## src/rtl/interp_buf_pkg.sv

```systemverilog
// Shared types and helpers for the interpolation column buffer.
// Block geometry, counter width, FSM states and the column transpose.
package interp_buf_pkg;

  localparam int SAMPLE_W  = 9;
  localparam int N_SAMPLES = 11;
  localparam int LINE_W    = SAMPLE_W * N_SAMPLES;
  localparam int CNT_W     = $clog2(N_SAMPLES);

  typedef logic [LINE_W-1:0] line_t;
  typedef logic [CNT_W-1:0]  cnt_t;
  typedef line_t [N_SAMPLES-1:0] block_t;

  localparam cnt_t LAST = cnt_t'(N_SAMPLES - 1);

  typedef enum logic {
    FILL,
    DRAIN
  } state_t;

  function automatic line_t transpose_col(
    input block_t s,
    input cnt_t   c
  );
    line_t r;
    r = '0;
    for (int i = 0; i < N_SAMPLES; i++)
      r[i*SAMPLE_W +: SAMPLE_W] =
        s[i][int'(c)*SAMPLE_W +: SAMPLE_W];
    return r;
  endfunction

endpackage

```

## src/rtl/interp_col_bank.sv

```systemverilog
// Row storage for one block with a transposing column read port.
// The read sees a same-cycle write so the last row is visible at once.
module interp_col_bank
  import interp_buf_pkg::*;
(
  input  logic  clk,
  input  logic  we,
  input  cnt_t  waddr,
  input  line_t wdata,
  input  cnt_t  rcol,
  output line_t col
);

  block_t mem;
  block_t view;

  always_ff @(posedge clk) begin
    if (we) mem[waddr] <= wdata;
  end

  always_comb begin
    view = mem;
    if (we) view[waddr] = wdata;
  end

  assign col = transpose_col(view, rcol);

endmodule

```

## src/rtl/interp_col_buffer.sv

```systemverilog
// Transposing line-to-column block buffer feeding the interp input mux.
// Define INTERP_BUF_PINGPONG_EN for two banks (fill overlaps drain).
module interp_col_buffer
  import interp_buf_pkg::*;
(
  input  logic  CLK,
  input  logic  RST_N,
  input  logic  FLUSH,
  input  line_t LINE_IN,
  input  logic  LINE_VALID,
  output logic  LINE_READY,
  output line_t COL_OUT,
  output logic  COL_VALID,
  input  logic  COL_READY,
  output logic  SEL_LINE_IN,
  output logic  BLOCK_DONE
);

`ifdef INTERP_BUF_PINGPONG_EN
  localparam logic PP = 1'b1;
`else
  localparam logic PP = 1'b0;
`endif

  state_t     state, state_n;
  cnt_t       row_cnt, row_n;
  cnt_t       col_cnt, col_n;
  logic [1:0] full, full_n;
  logic       wp, wp_n;
  logic       rp, rp_n;
  cnt_t       rd_col;
  line_t      col_rd;
  logic       load, done_n;
  logic       accept, fill_last;
  logic       take, drain_last;

  // A bank is full from its last line until its last column leaves
  assign LINE_READY  = ~full[wp];
  assign COL_VALID   = (state == DRAIN);
  assign SEL_LINE_IN = ~COL_VALID;

  always_comb begin
    accept     = LINE_VALID & LINE_READY & ~FLUSH;
    fill_last  = accept & (row_cnt == LAST);
    take       = COL_VALID & COL_READY & ~FLUSH;
    drain_last = take & (col_cnt == LAST);
    state_n = state;
    row_n   = row_cnt;
    col_n   = col_cnt;
    full_n  = full;
    wp_n    = wp;
    rp_n    = rp;
    rd_col  = '0;
    load    = 1'b0;
    done_n  = 1'b0;
    if (accept) row_n = fill_last ? '0 : row_cnt + 1'b1;
    if (fill_last) begin
      full_n[wp] = 1'b1;
      wp_n       = wp ^ PP;
    end
    if (drain_last) begin
      full_n[rp] = 1'b0;
      rp_n       = rp ^ PP;
    end
    unique case (state)
      FILL: begin
        if (fill_last) begin
          state_n = DRAIN;
          load    = 1'b1;
        end
      end
      DRAIN: begin
        done_n = drain_last;
        if (drain_last) begin
          col_n = '0;
          if (full_n[rp_n]) load = 1'b1;
          else state_n = FILL;
        end else if (take) begin
          col_n  = col_cnt + 1'b1;
          rd_col = col_n;
          load   = 1'b1;
        end
      end
      default: ;
    endcase
    if (FLUSH) begin
      state_n = FILL;
      row_n   = '0;
      col_n   = '0;
      full_n  = '0;
      wp_n    = 1'b0;
      rp_n    = 1'b0;
      load    = 1'b0;
      done_n  = 1'b0;
    end
  end

  always_ff @(posedge CLK or negedge RST_N) begin
    if (!RST_N) begin
      state      <= FILL;
      row_cnt    <= '0;
      col_cnt    <= '0;
      full       <= '0;
      wp         <= 1'b0;
      rp         <= 1'b0;
      COL_OUT    <= '0;
      BLOCK_DONE <= 1'b0;
    end else begin
      state      <= state_n;
      row_cnt    <= row_n;
      col_cnt    <= col_n;
      full       <= full_n;
      wp         <= wp_n;
      rp         <= rp_n;
      BLOCK_DONE <= done_n;
      if (load) COL_OUT <= col_rd;
    end
  end

`ifdef INTERP_BUF_PINGPONG_EN
  line_t col0, col1;
  logic  rd_bank;

  // Idle FILL starts draining the bank it just filled
  assign rd_bank = (state == DRAIN) ? rp_n : wp;
  assign col_rd  = rd_bank ? col1 : col0;

  interp_col_bank u_bank0 (
    .clk   (CLK),
    .we    (accept & ~wp),
    .waddr (row_cnt),
    .wdata (LINE_IN),
    .rcol  (rd_col),
    .col   (col0)
  );

  interp_col_bank u_bank1 (
    .clk   (CLK),
    .we    (accept & wp),
    .waddr (row_cnt),
    .wdata (LINE_IN),
    .rcol  (rd_col),
    .col   (col1)
  );
`else
  interp_col_bank u_bank0 (
    .clk   (CLK),
    .we    (accept),
    .waddr (row_cnt),
    .wdata (LINE_IN),
    .rcol  (rd_col),
    .col   (col_rd)
  );
`endif

endmodule

```

## config.mk

```make
export PLATFORM = sky130hd
export DESIGN_NAME = interp_col_buffer
export DESIGN_NICKNAME = d
export VERILOG_FILES = /design/src/rtl/interp_buf_pkg.sv /design/src/rtl/interp_col_bank.sv /design/src/rtl/interp_col_buffer.sv
export SDC_FILE = /design/constraint.sdc
export NUM_CORES = 2
export LEC_CHECK = 0
export CORE_ASPECT_RATIO = 1.1
export CORE_MARGIN = 5
export CORE_UTILIZATION = 50
export CTS_CLUSTER_SIZE = 8
export DETAILED_ROUTE_END_ITERATION = 7
export DONT_BUFFER_PORTS = 1
export GPL_ROUTABILITY_DRIVEN = 0
export SYNTH_ARGS = -nofsm -noshare
export SYNTH_HDL_FRONTEND = slang
export SYNTH_SLANG_ARGS = --single-unit
export TNS_END_PERCENT = 1
```

## constraint.sdc

```tcl
create_clock -name CLK -period 9.79 [get_ports CLK]
set_clock_uncertainty 0.15 [all_clocks]
set_input_delay 2.4475 -clock CLK [delete_from_list [all_inputs] [get_ports CLK]]
set_output_delay 2.4475 -clock CLK [all_outputs]
set_load 0.03 [all_outputs]
```

-- Yosys cells after proc, flatten, opt, wreduce, memory -nomap -nowiden
Cells that the tools add are included.
- bits in registers: 1200
- latch bits: 0
- memory bits (writable): 0
- ROM bits: 0
- bits of input ports: 104
- output and inout bits: 103
- word-level logic and storage cells: 77
- memories: 0
- $add $sub $neg: 2
- multipliers: 1
- divide/modulo/power cells: 0
- order comparisons: 2
- equality and inequality tests: 2
- shift operators: 11
- mux-type cells: 28
- bitwise logic cells: 9
- reductions and logical operators: 5
- operators by type and width (cell ; count):
    bitwise mux 1089 bit ; 1
    two-way mux 1089 bit ; 1
    indexed part select 99 x 32 -> 9 bit ; 11
    demux 99 bit (select 4 bit) ; 1
    two-way mux 99 bit ; 1
    two-way mux 4 bit ; 10
    two-way mux 1 bit ; 11
    adder 4 x 1 -> 4 bit, second input constant ; 2
    == test 4 bit, second input constant ; 2
    multiplier 4 x 4 -> 8 bit, second input constant ; 1
    AND 1 bit ; 6
    < comparator 4 x 5 -> 1 bit, second input constant ; 1
    greater-or-equal comparator 4 x 1 -> 1 bit, second input constant ; 1
    one-hot mux 1 bit (2 select lines) ; 2
    nonzero test 2 bit ; 2
    NOT 1 bit ; 3
    nonzero test 3 bit ; 1
    two-way mux 2 bit ; 1
    AND reduction 2 bit ; 1
    logical AND 1 bit ; 1

-- Logic depth before layout (Yosys ltp)
- depth in word-level cells: 10
- depth in mapped cells: 14
- gate-level depth less buffers: 8

-- Hierarchy
From an unflattened synthesis, not the netlist that was laid out.
- cells, all modules: 3836
- area total of the unflattened synthesis: 54970.2 µm²
- by module, submodules not included (module ; times used ; cells an instance ; area an instance (µm²)):
    interp_col_bank ; 1 ; 3572 ; 50692.4
    interp_col_buffer ; 1 ; 264 ; 4277.9

-- Least setup slack after synthesis
OpenSTA, ideal clock, no wires.
- path type: input port to flip-flop
- start point: input LINE_VALID
- end point: register COL_OUT[31]
- library setup time: 0.082 ns
- data arrival time: 4.477 ns
- required time: 9.558 ns
- path slack: 5.080 ns
- stages: 9
- path through: nand2b_4 > or4_1 > buf_6 > buf_6 > buf_2 > mux2_2 > nor2_1 > or4b_2 > o22ai_1
- RTL lines (what ; RTL line ; source):
    from (decl) ; interp_col_buffer.sv:10 ; input logic LINE_VALID,
    to (signal assigned) ; interp_col_buffer.sv:116 ; if (load) COL_OUT <= col_rd;
    to (decl) ; interp_col_buffer.sv:12 ; output line_t COL_OUT,

-- Worst setup path in the final report
- start point: input LINE_VALID
- end point: register COL_OUT[72]
- cells in the longest elaborated chain, start to end: 9
- elaborated cells between the ends (all ways): 12
- those cells by class: shift (1); mux (8); bitwise (3)
- RTL lines (what ; RTL line ; source):
    AND 1 bit * (2 in a row) ; interp_col_buffer.sv:43 ; accept = LINE_VALID & LINE_READY & ~FLUSH;
    parallel branches: the longest is 7 deep, another holds two-way mux 1089 bit ; -- ;
Every way passes the cells marked *.
A chain may end at the register's enable or synchronous reset.

==> impl_metrics.py <==
metrics = {
    "status": {
        "status": "finished, final reports clean",
    },
    "logic_synthesis": {
        "synthCells": 3900,
        "synth_simple_gate_area_share_pct": 4.15,
        "synthAdderAreaFrac_pct": 0.154,
        "synth_top_family_by_area": "multiplexers",
        "synthesis.area_um2": 48800,
        "avgSynthCellArea_um2": 12.5,
        "synth_edf_count": 0,
        "synth-compound-area-share_pct": 10.5,
        "synth_xor_area_share_pct": 0.0539,
        "yosysWarnings": 0,
        "synth_cell_types": 59,
        "ys_seq_area_share_pct": 50.4,
        "async_flop_share_pct": 9.17,
        "ys.flop_type": "dfxtp_1",
        "post_synth_mux_area_share_pct": 30.9,
        "synth_nets": 4010,
        "synth-seq-cells": 1199,
    },
    "route": {
        "wl_met2_um": 79400,
        "route.met3.wl_um": 13800,
        "antenna_left": 0,
        "top_layer": "met5",
        "routed_wl_um": 170000,
        "drt-initial-drc-count": 2820,
        "vias": 33400,
        "met1_length_um": 67600,
        "viasPerCell": 6.59,
        "remaining_drc_errors": 0,
        "drt-pass1-iter-count": 5,
        "avgRoutedWirePerCell_um": 33.6,
    },
    "floorplanning": {
        "core-area_um2": 97100,
        "die_w_um": 308,
        "ios": 207,
        "start_util_pct": 50.2,
        "fp.dieH_um": 337,
        "rows": 120,
        "die-area_um2": 104000,
    },
    "timing": {
        "worst_pin_slew_ps": 1370,
        "fin_tns_setup_ps": 0,
        "layout_min_cycle_time_ps": 5550,
        "slew_headroom_pct": 8.06,
        "min_period_over_period_pct": 56.7,
        "clock.fmax_mhz": 180,
        "maxSlewViolCount": 0,
        "finalHoldViolCount": 0,
        "final-setup-viol-count": 0,
        "setup_ws_ps": 4240,
        "rsz0062_at_grt": "false",
    },
    "critical_path": {
        "rr_worst_depth": 10,
        "rrSetupSlack_ps": 4760,
        "cp.buffers_inverters": 2,
        "reg2reg_from": "col_cnt[0]",
        "cp_max_fo": 49,
        "path_delay_family": "simple AND/OR/NAND/NOR gates",
        "path_cells": "nor3b_2 > nand4_1 > nand2_4 > buf_4 > buf_4 > mux2i_1 > o41ai_1",
        "start_kind": "input pin",
        "worstReg2RegEnd": "COL_OUT[72]",
        "slowest_stage": "nand2_4",
        "cp.depth": 7,
        "max_stage_delay_ps": 800,
        "cpMostUsedCell": "buf_4",
        "worstPathRequired_ps": 10220,
        "worst-setup-path-type": "in2reg",
        "critPathArrivalTime_ps": 5980,
        "crit_path_end_kind": "flop",
        "startpoint": "LINE_VALID",
    },
    "clocking": {
        "post-cts-setup-buffers": 0,
        "clk_pin_slew_worst_paths_ps": 50,
        "clockBufferDepth": 3,
        "root_buffer": "clkbuf_16",
        "cts_resized": 0,
        "cts_tree": "done",
        "clkSinkCount": 1199,
        "hold_buffers": 0,
        "clk_latency_ps": 750,
        "numCtsBuffers": 167,
        "htreeDepth": 4,
    },
    "finish": {
        "fillers": 7944,
        "drive_gt1_share_pct": 39.0,
        "stdcell_count": 5061,
        "area_delta_synth_final_pct": 10.3,
        "fin_util_pct": 55.3,
        "regArea_um2": 24600,
        "multi_input_area_um2": 22500,
        "finalNetCount": 3801,
    },
    "power": {
        "power_density_nw_per_um2": 215,
        "peakVddDrop_mv": 0.156,
        "leakagePower_nw": 22.0,
        "total_power_w": 0.0116,
    },
    "run": {
        "max_cap_viol_count": 0,
    },
    "global_routing": {
        "grt_util_all_layers_pct": 31.9,
        "grt_pass1_vias": 33600,
        "grt_pass1_wl_um": 242000,
        "grt.overflow.total": 0,
        "grt_antenna_before_repair": 24,
        "grt_max_degree": 111,
    },
    "placement": {
        "dp.cells": 4803,
        "port_buffers": 0,
        "hpwlAfterDp_um": 108000,
        "preCtsSetupSlack_ps": 3630,
    },
    "hold_path": {
        "hold_class": "reg2reg",
        "worstHoldEndpoint": "u_bank0.mem[81]",
        "hold_depth": 1,
        "hold_path_startpoint": "u_bank0.mem[81]",
    },
}
[cell type report]
| cell class | count | share of cell area [%] |
|---|---|---|
| Antenna cell | 5 | 0.0233 |
| Clock buffer | 244 | 8.43 |
| Clock inverter | 9 | 0.209 |
| Inverter | 5 | 0.0349 |
| Multi-Input combinational cell | 2265 | 41.8 |
| Sequential cell | 1199 | 45.7 |
| Tap cell | 1281 | 2.98 |
| Timing Repair Buffer | 53 | 0.810 |
[state kept, by name, indices dropped and copies added, names as in the netlist]
| signal | cells |
|---|---|
| BLOCK_DONE | 1 |
| COL_OUT | 99 |
| COL_VALID | 1 |
| col_cnt | 4 |
| full | 1 |
| row_cnt | 4 |
| u_bank0.mem | 1089 |
[where the power goes]
part / switching [W] / total (W) / internal, W / leakage, nW
sequential: 0.000214 / 0.00559 / 0.00537 / 10.4
clock: 0.00210 / 0.00525 / 0.00315 / 2.24
combinational: 0.000294 / 0.000745 / 0.000451 / 9.35
total: 0.00261 / 0.0116 / 0.00898 / 22.0
[routing by layer]
metal / track usage [%] / up-vias
li1: - / 14300
met1: 39.7 / 17400
met2: 51.3 / 1329
met3: 8.39 / 347
met4: 16.4 / 4
met5: 0 / -
[metrics by stage]
stage | hold WS, ps | cell area [um^2]
2_1_floorplan | 290 | 48800
3_3_place_gp | 297 | 49100
3_5_place_dp | 307 | 49100
5_1_grt | 326 | 53800
4_1_cts | 318 | 53800
6_report | 318 | 53800
[Yosys cell counts, types with 16 or more instances]
library cell  instances  area share, %
dfxtp_1            1089             45
mux2_2             1080             25
clkbuf_1            265            2.0
nor2_1              232            1.8
buf_2               134            1.4
dfrtp_1             110            5.6
o22ai_1             100            1.3
mux4_2               99            4.6
o32a_1               91            1.9
o32ai_1              80            1.4
a21oi_1              62           0.64
o22a_1               55           0.99
a32o_1               53            1.1
mux2i_1              53            1.1
o41ai_1              53           0.95
and2_1               46           0.59
a311oi_1             45           0.81
o31a_1               27           0.49
or4b_1               22           0.45
nor3_1               19           0.20
o41a_1               16           0.37
[cells in the final DEF, fill, tap and decap left out, types with 27 or more instances in the layout]
cell type,netlist,routed
o41ai_1,53,53
o32ai_1,80,80
clkbuf_1,265,74
o22a_1,55,55
a311oi_1,45,42
dfrtp_1,110,110
a32o_1,53,53
nor2_1,232,232
mux4_2,99,99
o32a_1,91,91
o22ai_1,100,100
and2_1,46,45
dfxtp_1,1089,1089
clkbuf_16,0,170
a21oi_1,62,62
o31a_1,27,27
mux2i_1,53,53
buf_4,8,50
mux2_2,1080,1080
[kinds of logic (layout without fill, tap and decap cells)]
kind of cell    after synthesis  count (layout)
mux                        1241            1241
flops                      1199            1199
compound gates              615             615
buf+inv                     436             311
simple gates                400             400
fa+ha+maj                     6               6
xor+xnor                      3               3
other cells                   0               5
[how the worst max path moves through the flow]
| stage | to | slack [ps] |
|---|---|---|
| floorplan | COL_OUT[31] | 5080 |
| global route | COL_OUT[42] | 4240 |
| CTS | COL_OUT[72] | 4370 |
| finish | COL_OUT[72] | 4240 |
| detailed placement | COL_OUT[91] | 3630 |
| global placement | COL_OUT[91] | 3690 |
No activity file was read; power rests on OpenSTA's default activity.
